File: config.mk
export PLATFORM = sky130hd
export DESIGN_NAME = serial_fa_adder
export DESIGN_NICKNAME = d
export VERILOG_FILES = /design/src/rtl/serial_fa_adder.sv
export SDC_FILE = /design/constraint.sdc
export NUM_CORES = 1
export LEC_CHECK = 0
export ABC_AREA = 1
export CELL_PAD_IN_SITES_DETAIL_PLACEMENT = 1
export CELL_PAD_IN_SITES_GLOBAL_PLACEMENT = 1
export CORE_MARGIN = 8
export CORE_UTILIZATION = 34
export DETAILED_ROUTE_END_ITERATION = 16
export PLACE_DENSITY_LB_ADDON = 0.1
export SYNTH_ARGS = -nofsm -noshare
export SYNTH_HDL_FRONTEND = slang
export SYNTH_SLANG_ARGS = --single-unit
File: constraint.sdc
create_clock -name clk -period 1.4 [get_ports clk]
set_input_delay 0.14 -clock clk [delete_from_list [all_inputs] [get_ports clk]]
set_output_delay 0.14 -clock clk [all_outputs]
set_load 0.01 [all_outputs]
File: src/rtl/serial_fa_adder.sv
// serial_fa_adder: bit-serial WIDTH-bit adder around a 1-bit full adder (optional ovf via SERIAL_FA_OVF_EN)
module serial_fa_adder #(
    parameter int WIDTH = 8
) (
    input  logic             clk,
    input  logic             rst,
    input  logic             start,
    input  logic [WIDTH-1:0] a_in,
    input  logic [WIDTH-1:0] b_in,
    input  logic             cin,
    output logic             busy,
    output logic             done,
    output logic [WIDTH-1:0] sum_out,
    output logic             cout,
    output logic             bit_a,
    output logic             bit_b,
    output logic             bit_c
`ifdef SERIAL_FA_OVF_EN
    ,
    output logic             ovf
`endif
);
    localparam int CW = $clog2(WIDTH) + 1;

    typedef enum logic [1:0] {IDLE, RUN, DONE} state_t;

    state_t           state, state_nx;
    logic [WIDTH-1:0] a_sr, b_sr, sum_sr;
    logic             carry;
    logic [CW-1:0]    cnt;
    logic             s, maj, last, accept;

    assign s      = a_sr[0] ^ b_sr[0] ^ carry;
    assign maj    = (a_sr[0] & b_sr[0]) | (a_sr[0] & carry) | (b_sr[0] & carry);
    assign last   = cnt == CW'(WIDTH - 1);
    assign accept = state == IDLE && start;

    assign busy    = state == RUN;
    assign done    = state == DONE;
    assign sum_out = sum_sr;
    assign cout    = carry;
    assign bit_a   = a_sr[0];
    assign bit_b   = b_sr[0];
    assign bit_c   = carry;

    // state register
    always_ff @(posedge clk) begin
        if (rst) state <= IDLE;
        else     state <= state_nx;
    end

    // next state: IDLE waits for start, RUN lasts WIDTH edges, DONE lasts one cycle
    always_comb begin
        state_nx = state;
        if (accept)                   state_nx = RUN;
        else if (state == RUN && last) state_nx = DONE;
        else if (state == DONE)        state_nx = IDLE;
    end

    // operand load on accepted start, then one full-adder step per RUN edge
    always_ff @(posedge clk) begin
        if (rst) begin
            a_sr   <= '0;
            b_sr   <= '0;
            sum_sr <= '0;
            carry  <= 1'b0;
            cnt    <= '0;
        end else if (accept) begin
            a_sr  <= a_in;
            b_sr  <= b_in;
            carry <= cin;
            cnt   <= '0;
        end else if (state == RUN) begin
            a_sr   <= a_sr >> 1;
            b_sr   <= b_sr >> 1;
            sum_sr <= (sum_sr >> 1) | (WIDTH'(s) << (WIDTH - 1));
            carry  <= maj;
            cnt    <= cnt + 1'b1;
        end
    end

`ifdef SERIAL_FA_OVF_EN
    // signed overflow: carry into the MSB differs from carry out of it
    always_ff @(posedge clk) begin
        if (rst || accept)             ovf <= 1'b0;
        else if (state == RUN && last) ovf <= carry ^ maj;
    end
`endif
endmodule

==> out/results.ini, run 1 <==
[status]
status=finished, final reports clean

[yosys]
yosys_warnings=0
synth_nets=240
synth-seq-cells=31
syn_inst=218
synth.cell_area_um2=1461
synth_area_per_cell_um2=6.704
yosysSeqAreaShare_pct=42.47
synth.distinct_cells=17

[cells_and_area]
diodes=0
areaGrowthSynthToFinish_pct=35.02
post-route-util_pct=46.60
num-fill-cells=552
layout_common_cells=56 x nor2_1, 29 x dfxtp_1, 28 x nand2_1
drive_above_1_share_pct=8.367
layout.cells.non_filler=303
nNetsFinal=273
final_common_cell=nor2_1

[critical_path]
crit_path_top_delay_cell=clkdlybuf4s50_1
critical_path_class=reg2out
slowest_delay_ns=0.54
cp_data_required_time_ns=1.26
start_kind=flop
end_kind=primary output
crit_arrival_ns=1.17
cp_top_family=buffers and inverters
crit_chain=clkdlybuf4s50_1
timing.critical_path.buf_inv=1
crit_fanout=3

[global_routing]
grt_pass1_wl_um=6458
grt_usage_pct=12.19
grt_antenna_before_repair=0
grt_pass1_vias=1429
grt_overflow=0
grt_max_degree=31

[floorplanning]
core_um2=4234
core.rowCount=24
dieArea_um2=6652
io_pins=34
die_h_um=81.56
start_util_pct=34.52
dieWidth_um=81.56

[clocking]
root_buffer=clkbuf_8
cts_max_level=2
cts_sinks=31
clk_latency_ns=0.28
cts_setup_buffers=0
postCtsHoldBufs=0
clock_path_buffers=2
cts_buffers=5
clk_pin_slew_ns=0.06
cts_tree=yes

[detailed_routing]
drc_errors=0
firstDrtPassIters=2
postRouteAntennaNets=0
wl_per_cell_um=11.78
num_vias=1415
drt_wl_total_um=3568
first_iter_violations=59
vias_per_cell=4.670

[pwr]
p_leak_nw=0.9056
p_int_mw=1.602
vdd_ir_drop_max_v=0.0004301
pwr_density_cell_nw_per_um2=1132
power_frac_clock_pct=31.7
switchingPower_mw=0.6314
swShare_pct=28.27
seqPwrFrac_pct=45.5
power.share.combinational_pct=22.8

[sta]
finalSetupViolCount=0
finalHoldViolations=0
setup_tns_ns=0
hold_ws_ns=0.4544
slew_viol_final=0
fin_crit_ns=1.313
maxSlewHeadroom_pct=72.87
worstMarginPinSlew_ns=0.4027
skew_ns=0.001503
fin_crit_sh_pct=93.80
rsz0062_at_grt=false
setup_ws_ns=0.08679
fmax_ghz=0.7615

[placement]
place_ws_ns=0.05775
gp_congestion=0.6900
dp.cells=296
dp_hpwl_um=2554
port_buffers=33

[job]
maxCapViolCount=0

[hold_path]
hp-class=in2reg

[final timing paths]
path | startpoint | to | slack [ns] | cells past startpoint
max | sum_out[2]$_SDFFE_PP0P_ | sum_out[2] | 0.09 | 1
min | a_in[7] | a_sr[7]$_SDFFE_PP0P_ | 0.45 | 3
max reg2reg | a_sr[0]$_SDFFE_PP0P_ | sum_out[7]$_SDFFE_PP0P_ | 0.27 | 3
min reg2reg | b_sr[7]$_SDFFE_PP0P_ | b_sr[7]$_SDFFE_PP0P_ | 0.48 | 2
[timing repair]
| action | CTS | global route |
|---|---|---|
| gates resized for setup | 4 | 4 |
| pin swaps | 0 | 0 |
| endpoints found under the setup margin | 2 | 4 |
[power by group through the flow]
stage	combinational, mW	sequential, mW	clock [mW]
floorplan	0.285	1.04	0
global placement	0.517	1.04	0
detailed placement	0.523	1.04	0
CTS	0.523	1.02	0.741
global route	0.583	1.03	0.786
finish	0.509	1.02	0.708
[routing by layer]
layer / track usage (%) / routed length, um / up-vias
li1: - / - / 750
met1: 14.17 / 1699 / 634
met2: 20.21 / 1623 / 25
met3: 4.048 / 191 / 6
met4: 4.821 / 54 / 0
met5: 0 / 0 / -
[per-stage QoR]
step                instance area (um2)  power, mW
finish                             1973      2.233
global route                       1973      2.398
CTS                                1963      2.282
detailed placement                 1876      1.560
global placement                   1876      1.553
floorplan                          1461      1.328
[registers in the layout, summed over array words and instances, names as in the netlist]
signal	count
a_sr	8
bit_c	1
state	2
cnt	4
sum_out	8
b_sr	8
[cell type report]
| cell class | instances | area [um2] | share of cell area [%] |
|---|---|---|---|
| timing repair buffer | 41 | 435.4 | 22.07 |
| tap | 52 | 65.06 | 3.297 |
| clock buffer | 6 | 82.58 | 4.185 |
| multi-input combinational | 153 | 690.7 | 35.00 |
| clock inverter | 1 | 5.005 | 0.2536 |
| inverter | 19 | 71.32 | 3.614 |
| sequential | 31 | 623.1 | 31.58 |
[cell families (layout without fill, tap and decap cells)]
family | Yosys count | in the layout | synth area share, %
adders and majority gates | 2 | 2 | 2.226
and+or+nand+nor | 106 | 106 | 29.20
buffers and inverters | 34 | 67 | 10.44
AOI/OAI and AO/OA | 44 | 44 | 15.07
DFF | 31 | 31 | 42.47
xor gates and xnor gates | 1 | 1 | 0.5994
[synthesized netlist by cell type (all sizes together)]
| master | count | area, um2 |
|---|---|---|
| fa | 1 | 20.02 |
| ha | 1 | 12.51 |
| nand2 | 30 | 117.6 |
| o21ai | 27 | 135.1 |
| clkbuf | 4 | 15.01 |
| a21oi | 17 | 85.08 |
| buf | 11 | 66.31 |
| inv | 19 | 71.31 |
| nor2 | 57 | 214.0 |
| nand3 | 19 | 95.09 |
| xor2 | 1 | 8.760 |
| dfxtp | 31 | 620.6 |
No activity file was read; power rests on OpenSTA's default activity.
==> run 2: changes to the inputs <==
--- a/config.mk
+++ b/config.mk
@@ -12,6 +12,7 @@
 export CORE_UTILIZATION = 34
 export DETAILED_ROUTE_END_ITERATION = 16
 export PLACE_DENSITY_LB_ADDON = 0.1
+export SKIP_CTS_REPAIR_TIMING = 1
 export SYNTH_ARGS = -nofsm -noshare
 export SYNTH_HDL_FRONTEND = slang
 export SYNTH_SLANG_ARGS = --single-unit
==> run 2 against run 1 <==
  * First-iteration DRC count fell by 1.7%
  * Via count barely moved
  * Wire length barely moved
  * Clock power barely moved
  * Largest power group unchanged
  * Flip-flop and latch count did not move
  * Non-clock buffer count did not move
  * Total power barely moved
  * Clock-buffer cell count did not move
  * Combinational power barely moved
  * Global-route usage barely moved
==> out/results.ini, run 2 (synthesized netlist as in run 1, its figures left out) <==
[sta]
hold_ws_ns=0.4544  ; about the same
slew_viol_final=0  ; unchanged
finalSetupViolCount=0  ; unchanged
fmax_ghz=0.7615  ; unchanged
setup_ws_ns=0.08679  ; unchanged
skew_ns=0.001503  ; unchanged
setup_tns_ns=0  ; unchanged
rsz0062_at_grt=false  ; unchanged
fin_crit_ns=1.313  ; unchanged
maxSlewHeadroom_pct=72.87  ; unchanged
finalHoldViolations=0  ; unchanged
fin_crit_sh_pct=93.80  ; unchanged
worstMarginPinSlew_ns=0.4027  ; unchanged

[global_routing]
grt_overflow=0  ; unchanged
grt_pass1_wl_um=6437  ; was 6458 um
grt_antenna_before_repair=0  ; unchanged
grt_usage_pct=12.14  ; was 12.19%
grt_pass1_vias=1425  ; was 1,429
grt_max_degree=31  ; unchanged

[detailed_routing]
drt_wl_total_um=3571  ; was 3568 um
num_vias=1414  ; was 1,415
postRouteAntennaNets=0  ; unchanged
vias_per_cell=4.667  ; was 4.670
wl_per_cell_um=11.79  ; was 11.78 um
firstDrtPassIters=2  ; unchanged
drc_errors=0  ; unchanged
first_iter_violations=58  ; was 59

[hold_path]
min_from=a_in[7]  ; unchanged
hp-class=in2reg  ; unchanged
min_path_cells=3  ; unchanged
min_to=a_sr[7]$_SDFFE_PP0P_  ; unchanged

[critical_path]
critical_path_class=reg2out  ; unchanged
end_kind=primary output  ; unchanged
cp_data_required_time_ns=1.26  ; about the same
start_kind=flop  ; unchanged
crit_fanout=3  ; unchanged
cp_top_family=buffers and inverters  ; unchanged
r2r_start=a_sr[0]$_SDFFE_PP0P_  ; unchanged
crit_path_top_delay_cell=clkdlybuf4s50_1  ; unchanged
rr_worst_depth=3  ; unchanged
crit_chain=clkdlybuf4s50_1  ; unchanged
regToRegSetupSlack_ns=0.27  ; about the same
crit_arrival_ns=1.17  ; about the same
rr_endpoint=sum_out[7]$_SDFFE_PP0P_  ; unchanged
slowest_delay_ns=0.54  ; about the same
timing.critical_path.buf_inv=1  ; unchanged

[clocking]
cts_tree=yes  ; unchanged
clock_path_buffers=2  ; unchanged
cts_sinks=31  ; unchanged
clk_pin_slew_ns=0.06  ; about the same
cts_buffers=5  ; unchanged
clk_latency_ns=0.28  ; about the same
cts_max_level=2  ; unchanged
root_buffer=clkbuf_8  ; unchanged

[floorplanning]
core_um2=4234  ; unchanged
dieArea_um2=6652  ; unchanged
core.rowCount=24  ; unchanged
io_pins=34  ; unchanged
die_h_um=81.56  ; unchanged
dieWidth_um=81.56  ; unchanged
start_util_pct=34.52  ; unchanged

[placement]
port_buffers=33  ; unchanged
gp_congestion=0.6900  ; unchanged
dp_hpwl_um=2554  ; unchanged
place_ws_ns=0.05775  ; unchanged

[cells_and_area]
layout_common_cells=56 x nor2_1, 29 x dfxtp_1, 28 x nand2_1  ; unchanged
nNetsFinal=273  ; unchanged
num-fill-cells=551  ; was 552
final_common_cell=nor2_1  ; unchanged
areaGrowthSynthToFinish_pct=35.53  ; was 35.02%
diodes=0  ; unchanged
drive_above_1_share_pct=8.367  ; unchanged

[pwr]
pwr_density_cell_nw_per_um2=1128  ; was 1132 nW/um2
power_mw=2.235  ; was 2.233 mW
vdd_ir_drop_max_v=0.0004300  ; was 0.0004301 V
p_leak_nw=0.9297  ; was 0.9056 nW

[job]
maxCapViolCount=0  ; unchanged

[status]
status=finished, final reports clean  ; unchanged

-- run 2: cell count changes in the layout (fill, tap and decap cells not counted), sizes merged --
cell,delta
dlymetal6s2s,+2
dlygate4sd2,-2
-- run 2: power by group --
| part | switching [mW] | internal (mW) | total (mW) |
|---|---|---|---|
| Combinational | 0.256 | 0.254 | 0.511 |
| Sequential | 0.0520 | 0.964 | 1.02 |
| Clock | 0.323 | 0.385 | 0.708 |
-- run 2: stage by stage --
step | cell area [um2] | std cells | util (%)
5_1_grt | 1981 | 303 | 46.78
6_report | 1981 | 303 | 46.78
2_1_floorplan | 1461 | 218 | -
4_1_cts | 1963 | 303 | 46.37
3_5_place_dp | 1876 | 296 | 44.30
3_3_place_gp | 1876 | 296 | 44.30
-- run 2: layout make-up --
type	count	area, um2	area share (%)
Multi-Input combinational cell	153	690.7	34.87
Clock inverter	1	5.005	0.2527
Sequential cell	31	623.1	31.46
Clock buffer	6	82.58	4.169
Tap cell	52	65.06	3.285
Timing Repair Buffer	41	442.9	22.36
Inverter	19	71.32	3.601
-- run 2: per-layer routing --
| layer | part of all wire (%) | wire, um | track usage [%] |
|---|---|---|---|
| met4 | 1.5 | 54 | 4.821 |
| met3 | 5.4 | 193 | 4.048 |
| met5 | 0 | 0 | 0 |
| met2 | 45 | 1624 | 19.97 |
| met1 | 48 | 1699 | 14.23 |
-- run 2: worst max path at each step --
stage / startpoint / to / slack, ns / depth (start not counted)
4_1_cts: state[0]$_SDFFE_PP0P_ / busy / -0.22 / 3
2_1_floorplan: bit_c$_SDFFE_PP0P_ / sum_out[7]$_SDFFE_PP0P_ / 0.26 / 3
5_1_grt: sum_out[5]$_SDFFE_PP0P_ / sum_out[5] / 0.01 / 1
3_5_place_dp: start / bit_c$_SDFFE_PP0P_ / 0.06 / 7
6_report: sum_out[2]$_SDFFE_PP0P_ / sum_out[2] / 0.09 / 1
3_3_place_gp: start / b_sr[2]$_SDFFE_PP0P_ / 0.08 / 5
-- run 2: worst register-to-register path, delay by kind of cell, from the launching register on --
kind,cells,cell delay (ns)
AO/OA/AOI/OAI,1,0.16
flip-flops,1,0.34
AND/OR/NAND/NOR,1,0.05
adder cells (fa/ha/maj),1,0.48
==> run 3: changes to the inputs <==
--- a/config.mk
+++ b/config.mk
@@ -8,7 +8,7 @@
 export ABC_AREA = 1
 export CELL_PAD_IN_SITES_DETAIL_PLACEMENT = 1
 export CELL_PAD_IN_SITES_GLOBAL_PLACEMENT = 1
-export CORE_MARGIN = 8
+export CORE_MARGIN = 10
 export CORE_UTILIZATION = 34
 export DETAILED_ROUTE_END_ITERATION = 16
 export PLACE_DENSITY_LB_ADDON = 0.1
==> run 3 against run 2 <==
  * Sequential power hardly changed
  * Combinational power decreased by 1%
  * Worst hold slack improved by 0.016 ns
  * Clock power is 30% higher
  * Clock skew increased by 0.0026 ns
  * Non-clock buffer count rose by 1
  * Global-route usage down 1.7 points
  * Flip-flop and latch count unchanged
  * Via count increased by 0.42%
  * Fmax fell by 0.80%
  * Sequential share of layout area decreased by 0.39 points
  * First-iteration DRC count increased by 28%
  * Critical endpoint is now sum_out[4]
  * Largest power group unchanged
  * Highest routed layer unchanged
==> out/results.ini, run 3 (synthesized netlist as in run 1, its figures left out) <==
[status]
status=finished, final reports clean  ; unchanged

[sta]
worstMarginPinSlew_ns=0.3740  ; was 0.4027 ns
maxSlewHeadroom_pct=74.80  ; was 72.87%
slew_viol_final=0  ; unchanged
fin_crit_sh_pct=94.56  ; was 93.80%
rsz0062_at_grt=false  ; unchanged
fmax_ghz=0.7554  ; was 0.7615 GHz
finalHoldViolations=0  ; unchanged
skew_ns=0.004110  ; was 0.001503 ns
hold_ws_ns=0.4708  ; was 0.4544 ns
finalSetupViolCount=0  ; unchanged
fin_crit_ns=1.324  ; was 1.313 ns

[cells_and_area]
drive_above_1_share_pct=9.091  ; was 8.367%
layout_common_cells=56 x nor2_1, 29 x dfxtp_1, 28 x nand2_1  ; unchanged
nNetsFinal=274  ; was 273
areaGrowthSynthToFinish_pct=37.24  ; was 35.53%
diodes=0  ; unchanged
post-route-util_pct=49.08  ; was 46.78%
final_common_cell=nor2_1  ; unchanged

[critical_path]
crit_chain=clkdlybuf4s50_1  ; unchanged
path_depth=1  ; unchanged
end_kind=primary output  ; unchanged
crit_path_top_delay_cell=clkdlybuf4s50_1  ; unchanged
crit_fanout=3  ; unchanged
r2r_start=a_sr[0]$_SDFFE_PP0P_  ; unchanged
timing.critical_path.buf_inv=1  ; unchanged
crit_arrival_ns=1.18  ; was 1.17 ns
slowest_delay_ns=0.55  ; was 0.54 ns
regToRegSetupSlack_ns=0.28  ; was 0.27 ns
cp_top_family=buffers and inverters  ; unchanged
endpoint=sum_out[4]  ; was sum_out[2]
rr_endpoint=sum_out[7]$_SDFFE_PP0P_  ; unchanged
cp_data_required_time_ns=1.26  ; about the same
start_kind=flop  ; unchanged
rr_worst_depth=3  ; unchanged
critical_path_class=reg2out  ; unchanged
worstSetupStartpoint=sum_out[4]$_SDFFE_PP0P_  ; was sum_out[2]$_SDFFE_PP0P_

[global_routing]
grt_max_degree=31  ; unchanged
grt_antenna_before_repair=0  ; unchanged
grt_pass1_wl_um=6368  ; was 6437 um
busiest_layer=met2  ; unchanged
use_met2_pct=17.03  ; was 19.97%
grt_overflow=0  ; unchanged
use_met1_pct=11.44  ; was 14.23%
grt_pass1_vias=1463  ; was 1,425
grt_usage_pct=10.40  ; was 12.14%
grt_util_met3_pct=4.825  ; was 4.048%

[detailed_routing]
drc_errors=0  ; unchanged
firstDrtPassIters=4  ; was 2
drt_wl_total_um=3707  ; was 3571 um
wl_per_cell_um=12.23  ; was 11.79 um
first_iter_violations=74  ; was 58
vias_per_cell=4.686  ; was 4.667
postRouteAntennaNets=0  ; unchanged
num_vias=1420  ; was 1,414

[clocking]
clock_path_buffers=2  ; unchanged
root_buffer=clkbuf_8  ; unchanged
clk_latency_ns=0.28  ; about the same
cts_max_level=2  ; unchanged
cts_sinks=31  ; unchanged
cts_buffers=5  ; unchanged
clk_pin_slew_ns=0.07  ; was 0.06 ns
cts_tree=yes  ; unchanged

[pwr]
vdd_ir_drop_max_v=0.0005766  ; was 0.0004300 V
power.share.combinational_pct=20.7  ; was 22.9%
pwr_density_cell_nw_per_um2=1218  ; was 1128 nW/um2
power_frac_clock_pct=37.7  ; was 31.7%
swShare_pct=26.84  ; was 28.26%
p_leak_nw=0.9592  ; was 0.9297 nW
p_int_mw=1.788  ; was 1.603 mW
seqPwrFrac_pct=41.6  ; was 45.5%
switchingPower_mw=0.6558  ; was 0.6315 mW

[floorplanning]
core_um2=4086  ; was 4234 um2
die_h_um=85.56  ; was 81.56 um
io_pins=34  ; unchanged
core.rowCount=23  ; was 24
start_util_pct=35.76  ; was 34.52%
dieArea_um2=7321  ; was 6652 um2
dieWidth_um=85.56  ; was 81.56 um

[placement]
port_buffers=33  ; unchanged
dp_hpwl_um=2652  ; was 2554 um
gp_congestion=0.7192  ; was 0.6900

[hold_path]
hp-class=in2reg  ; unchanged

[job]
maxCapViolCount=0  ; unchanged

-- run 3: worst min-delay path by stage --
stage / startpoint / end / slack, ns / cells past startpoint
global route: a_in[7] / a_sr[7]$_SDFFE_PP0P_ / 0.47 / 3
CTS: a_in[7] / a_sr[7]$_SDFFE_PP0P_ / 0.46 / 3
finish: a_in[7] / a_sr[7]$_SDFFE_PP0P_ / 0.47 / 3
floorplan: a_in[7] / a_sr[7]$_SDFFE_PP0P_ / 0.28 / 2
global placement: b_sr[7]$_SDFFE_PP0P_ / b_sr[7]$_SDFFE_PP0P_ / 0.46 / 2
detailed placement: a_sr[7]$_SDFFE_PP0P_ / a_sr[7]$_SDFFE_PP0P_ / 0.47 / 2
-- run 3: final cells by class --
cell class                 count  area, um2
clock buffer                   6      82.58
fill                         534       2081
timing repair buffer          42      440.4
inverter                      19      71.32
multi-input combinational    153      690.7
clock inverter                 2      35.03
sequential                    31      623.1
tap                           50      62.56
-- run 3: metrics by stage --
| step | cells | worst slack, ns | setup TNS, ns | area, um2 | power (mW) |
|---|---|---|---|---|---|
| after floorplan | 218 | 0.2619 | 0 | 1461 | 1.328 |
| after global placement | 295 | 0.08277 | 0 | 1868 | 1.548 |
| after detailed placement | 295 | 0.04580 | 0 | 1868 | 1.555 |
| after CTS | 303 | -0.2083 | -0.3865 | 1986 | 2.488 |
| after global routing | 303 | 0.002409 | 0 | 2006 | 2.600 |
| final | 303 | 0.07622 | 0 | 2006 | 2.444 |
-- run 3: worst min-delay path, stage by stage --
cell and delay [ns]:
clkdlybuf4s50_1 0.40, nand3_1 0.07, o21ai_0 0.08
-- run 3: per-layer routing --
| layer | part of all wire, % | vias up |
|---|---|---|
| met2 | 46 | 25 |
| met4 | 1.1 | 0 |
| met1 | 47 | 634 |
| li1 | - | 756 |
| met5 | 0 | - |
| met3 | 6.4 | 5 |
-- run 3: power groups by stage --
stage	sequential (mW)	combinational (mW)	clock, mW
after floorplan	1.04	0.285	0
after global placement	1.04	0.511	0
after detailed placement	1.04	0.516	0
after CTS	1.02	0.519	0.949
after global routing	1.03	0.578	0.990
final	1.02	0.505	0.921
==> edit 1 (flow settings as in run 1) <==
The 3 states of `state_t` get a one-hot encoding in 3 bits.
--- a/src/rtl/serial_fa_adder.sv
+++ b/src/rtl/serial_fa_adder.sv
@@ -24,3 +24,3 @@
 
-    typedef enum logic [1:0] {IDLE, RUN, DONE} state_t;
+    typedef enum logic [2:0] {IDLE = 3'b001, RUN = 3'b010, DONE = 3'b100} state_t;
 
Formal check against the unedited RTL: same outputs for any inputs over 10 cycles, from zero or initial values and one cycle with rst high; not proved beyond that.
==> edit 1 against run 1 <==
Power is 6.9% higher. Sequential share of layout area fell by 1.5 points. Critical path depth did not move. Clock skew increased by 0.0025 ns. Routed wire length increased by 9.8%. Synthesized cell count down 4.1%. Cell area is 8.1% higher. Setup slack lost 0.014 ns. Sequential cell count up 1. Synthesized area rose by 9.4%.
==> edit 1: results (changes against run 1) <==
The commonest cells after synthesis are nand2_1, dfxtp_1, nor2_1, a21oi_1, nand3_1. The distinct cell type count after synthesis is 25 (+8). The weighted congestion at the end of routability-driven global placement is 0.687 (-0.39%).

The met1 global-route usage was 0.133 (-0.00878). The total instance count after detailed placement came out at 298 (+0.68%). The worst reg-to-reg path cell count came out at 7 (+4). The final wirelength came to 3920 um (+9.8%).

The buffer levels on the longest clock path came to 2 (unchanged). The final antenna diode count is 0 (unchanged). The worst flop-to-flop path startpoint is state[2]. The period utilization is 0.948 (+0.0102). The total via count after detailed routing was 1426 (+0.78%). The clock transition time at the flip-flop clock pins of the worst setup and hold paths is about 0.070 ns.

The worst slew margin relative to its limit came out at 0.830 (+0.101). The number of antenna violations at the first check in global routing was 0 (unchanged). The number of design-rule violations left by the first detailed-router iteration came out at 71 (+20%). The leakage component of the power came out at 0.882 nW (-2.6%). The reg-to-reg setup timing slack came out at 0.16 ns (-0.11 ns). The post-CTS setup repair buffer count was 0 (unchanged).

The largest clock skew in the final design came out at 0.00399 ns (+0.00248 ns). The worst register-to-register path ends at b_sr[1]. The worst hold path begins at a_in[7]. The flow ran to the end, and the final reports show no timing, DRC or antenna violations. The depth of the CTS H-tree came out at 2 (unchanged). The total track usage is 0.120 (-0.00187). The worst hold slack after final layout is 0.421 ns (-0.0334 ns). The worst hold path belongs to the class in2reg. The insertion delay of the later-clocked pin in the worst-skew pair came to 0.28 ns (about the same). The sequential fraction of the synthesis area came to 0.401 (-0.0240). The count of cells along the worst hold path is 3 (unchanged). The global-route wire length before repair came out at 6910 um (+6.9%). The cell area after placement came out at 0.00201 mm^2 (+7.1%). The number of buffers created by CTS is 5 (unchanged). The via count of the first global-routing pass came out at 1504 (+5.2%). The fill cell total of the finished layout is 570 (+3.3%). The worst-path maximum fanout came out at 3 (unchanged). The utilization of the core after routing is 0.461 (-0.00521).

The synthesized instance count is 209 (-4.1%). The final net count came to 273 (unchanged). Yosys attributes the largest share of cell area to dfxtp_1, nand2_1, nor2_2. The global-route met3 utilization came out at 0.0390 (-0.00146). The port buffer count is 33 (unchanged). The first-pass iteration count of the detailed router is 4 (+2).

The global routing usage on met2 was 0.210 (+0.00838). The worst hold path terminates at a_sr[7]. The number of warning messages in the yosys log was 0 (unchanged).

The worst voltage drop across the vdd grid was 0.509 mV (+18%). The HPWL reported at the end of detailed placement came to 2900 um (+14%). The critical path arrival is 1.19 ns (+0.02 ns).

The via density per instance was 4.66 (-0.21%). The maximum number of pins on one net before global-route repair came out at 25 (-19%). The synthesized netlist net count came to 231 (-3.8%). The worst-case setup slack after placement was -0.00448 ns (-0.0622 ns). The launch point of the worst path is sum_out[2]. The fraction of final layout cells with drive strength greater than 1 is 0.210 (+0.127).
==> edit 1: changes by cell type in the layout (fill, tap and decap cells not counted), moves of 4 or more <==
cell,change
nor2_1,-35
nand2_1,+28
o21ai_1,-15
nor2_2,+13
o21ai_0,-10
buf_4,+6
nand3b_1,+6
nor2_4,+6
nor3_2,+6
inv_1,-4
==> edit 1: timing repair <==
action	CTS	global route
hold buffers	0	0
gates resized for setup	6	1
setup endpoints to repair	5	1
==> edit 1: final cells by class <==
type,count,area [um^2],share of cell area
inverters,17,63.8,0.0299
clock inverters,1,30.0,0.0141
clock buffers,7,96.3,0.0452
repair buffers,45,429,0.201
flip-flops and latches,32,642,0.301
well taps,54,67.6,0.0317
multi-input cells,150,805,0.377
==> edit 1: worst max path at each step <==
stage                       endpoint  depth (start not counted)
after CTS                      bit_b                          1
after global routing      sum_out[5]                          1
after detailed placement     a_sr[2]                          8
after floorplan              a_sr[0]                          7
final                     sum_out[2]                          1
after global placement       a_sr[1]                          8
==> edit 1: layer usage <==
| layer | up-vias | wire length [um] |
|---|---|---|
| met1 | 658 | 1830 |
| met3 | 4 | 162 |
| met4 | 0 | 44 |
| met2 | 26 | 1880 |
| met5 | - | 0 |
| li1 | 738 | - |
==> edit 1: cells by family (layout without fill, tap and decap cells) <==
group	count (synthesis)	in the layout	share of synthesized area
flops	32	32	0.401
simple gates	130	130	0.426
fa+ha+maj	2	2	0.0203
compound gates	18	18	0.0563
buf+inv	27	70	0.0962
==> edit 1: power by group <==
| group | leakage [nW] | internal, W | switching (W) |
|---|---|---|---|
| Sequential | 0.261 | 0.000964 | 0.0000419 |
| Combinational | 0.556 | 0.000191 | 0.000221 |
| Clock | 0.0645 | 0.000628 | 0.000342 |
==> edit 2 (settings of run 1) <==
Without the edit above. `WIDTH`: 8 -> 4.
--- a/src/rtl/serial_fa_adder.sv
+++ b/src/rtl/serial_fa_adder.sv
@@ -2,3 +2,3 @@
 module serial_fa_adder #(
-    parameter int WIDTH = 8
+    parameter int WIDTH = 4
 ) (
Interface: changed (resized a_in, b_in and sum_out); port bits go from 34 to 22. The function was not compared with the original's and may differ.
==> edit 2 against run 1 <==
Die area down 32%. Power shrank 46%. Count of clock-buffer cells in the layout fell by 2. Clock skew increased by 0.0037 ns. Largest power group unchanged. Maximum frequency fell by 3.0%. Synthesized area down 39%. Setup slack worse by 0.040 ns. Cell area is 41% lower. Via count down 43%. Routed wire length fell by 39%. Sequential cell count is 13 lower.
==> edit 2: results (changes against run 1) <==
The run finished with clean final reports. The total track usage came to 0.102 (-0.0203). The total instance count after detailed placement came out at 170 (-43%). The worst-case setup slack after placement is 0.142 ns (+0.0838 ns). The synthesized-area fraction occupied by ao, oa, aoi and oai cells came to 0.137 (-0.0136). The wire length per cell after detailed routing was 12.4 um (+5.6%).

Following the worst setup path forward leads to its endpoint at bit_b. The largest clock skew in the final design is 0.00524 ns (+0.00374 ns). The critical path arrival came out at 1.21 ns (+0.04 ns). The total length of routed met2 wires came out at 1110 um (-32%). The synthesized instance count was 120 (-45%). The detailed route wirelength on metal3 came out at 114 um (-40%).

The final wirelength came out at 2160 um (-39%). The post-synthesis share of cell area spent on xor and xnor gates came to 0.00979 (+0.00380). The distinct cell type count after synthesis came out at 24 (+7). The first-pass iteration count of the detailed router came out at 3 (+1). The reg-to-reg critical path endpoint is a_sr[2].

The number of design-rule violations left by the first detailed-router iteration is 14 (-76%). CTS placed an instance of clkbuf_4 at the clock tree root. The sequential fraction of the synthesis area came out at 0.403 (-0.0219). Yosys attributes the largest share of cell area to dfxtp_1, nor2_1, nand2_1. The weighted congestion at the end of routability-driven global placement is 0.739 (+7.1%). The delay contributed by the slowest stage of the critical path came out at 0.55 ns. Sorting the synthesized cells by how often they occur yields nor2_1, dfxtp_1, nand2_1, inv_1, a21oi_1. The worst register-to-register path begins at state[0].

The buffer levels on the longest clock path came to 2 (unchanged). The via count of the first global-routing pass came out at 862 (-40%). The worst reg-to-reg path cell count is 6 (+3). The share of flip-flops with an asynchronous set or reset after synthesis is 0 (unchanged). The clock reaches the later pin of the worst-skew pair after just under 0.3 ns. The synthesized netlist net count came to 135 (-44%). The global-route wire length before repair is 3620 um (-44%). The worst slew margin relative to its limit came out at 0.852 (+0.123).

The number of buffers created by CTS came to 3 (-2). The final net count came to 160 (-41%). The adder-cell share of the synthesized area came out at 0.0503 (+0.0281). The cell area after placement is 0.00113 mm^2 (-40%). The depth of the CTS H-tree is 1 (-1). The final setup violation count came to 0 (unchanged).

The reg-to-reg setup timing slack was 0.22 ns (-0.05 ns). The period utilization came out at 0.967 (+0.0288). The launch point of the worst path is b_sr[0]. The leakage component of the power was 0.541 nW (-40%). The port buffer count came to 21 (-36%). The HPWL reported at the end of detailed placement came out at 1620 um (-37%).

The worst voltage drop across the vdd grid is 0.593 mV (+38%). The wire length on met1 came out at 925 um (-46%). The synthesis-to-finish area growth is 30.8%. The maximum number of pins on one net before global-route repair came to 18 (-42%).

The fraction of final layout cells with drive strength greater than 1 came to 0.139 (+0.0552). The number of gates given a new drive strength after cts came out at 6 (+2). The fill cell total of the finished layout is 331 (-40%). The via density per instance came out at 4.63 (-0.81%). The clock transition time at the flip-flop clock pins of the worst setup and hold paths is 0.10 ns (+0.04 ns).
edit 2: where the power goes:
part,total [W],internal [W],switching [W]
clock network,0.000318,0.000158,0.000160
registers,0.000591,0.000558,0.0000330
logic,0.000297,0.000145,0.000152
total,0.00121,0.000862,0.000345
edit 2: worst min-delay path by stage:
stage                 start      end  slack, ns  cells after the start
finish              b_in[3]  b_sr[3]       0.40                      3
detailed placement  b_sr[3]  b_sr[3]       0.49                      2
global placement     cnt[1]   cnt[1]       0.45                      2
floorplan           a_in[3]  a_sr[3]       0.28                      2
global route        a_in[3]  a_sr[3]       0.43                      3
CTS                 b_in[3]  b_sr[3]       0.39                      3
edit 2: layout make-up:
type,count,share of cell area
Sequential cell,18,0.312
Tap cell,30,0.0321
Inverter,15,0.0481
Multi-Input combinational cell,81,0.363
Timing Repair Buffer,26,0.214
Clock buffer,4,0.0310
edit 2: metal layers:
layer  vias up  global-route usage
met2        11               0.192
met1       366              0.0968
li1        427                   -
met3         2              0.0430
met5         -                   0
met4         0              0.0313
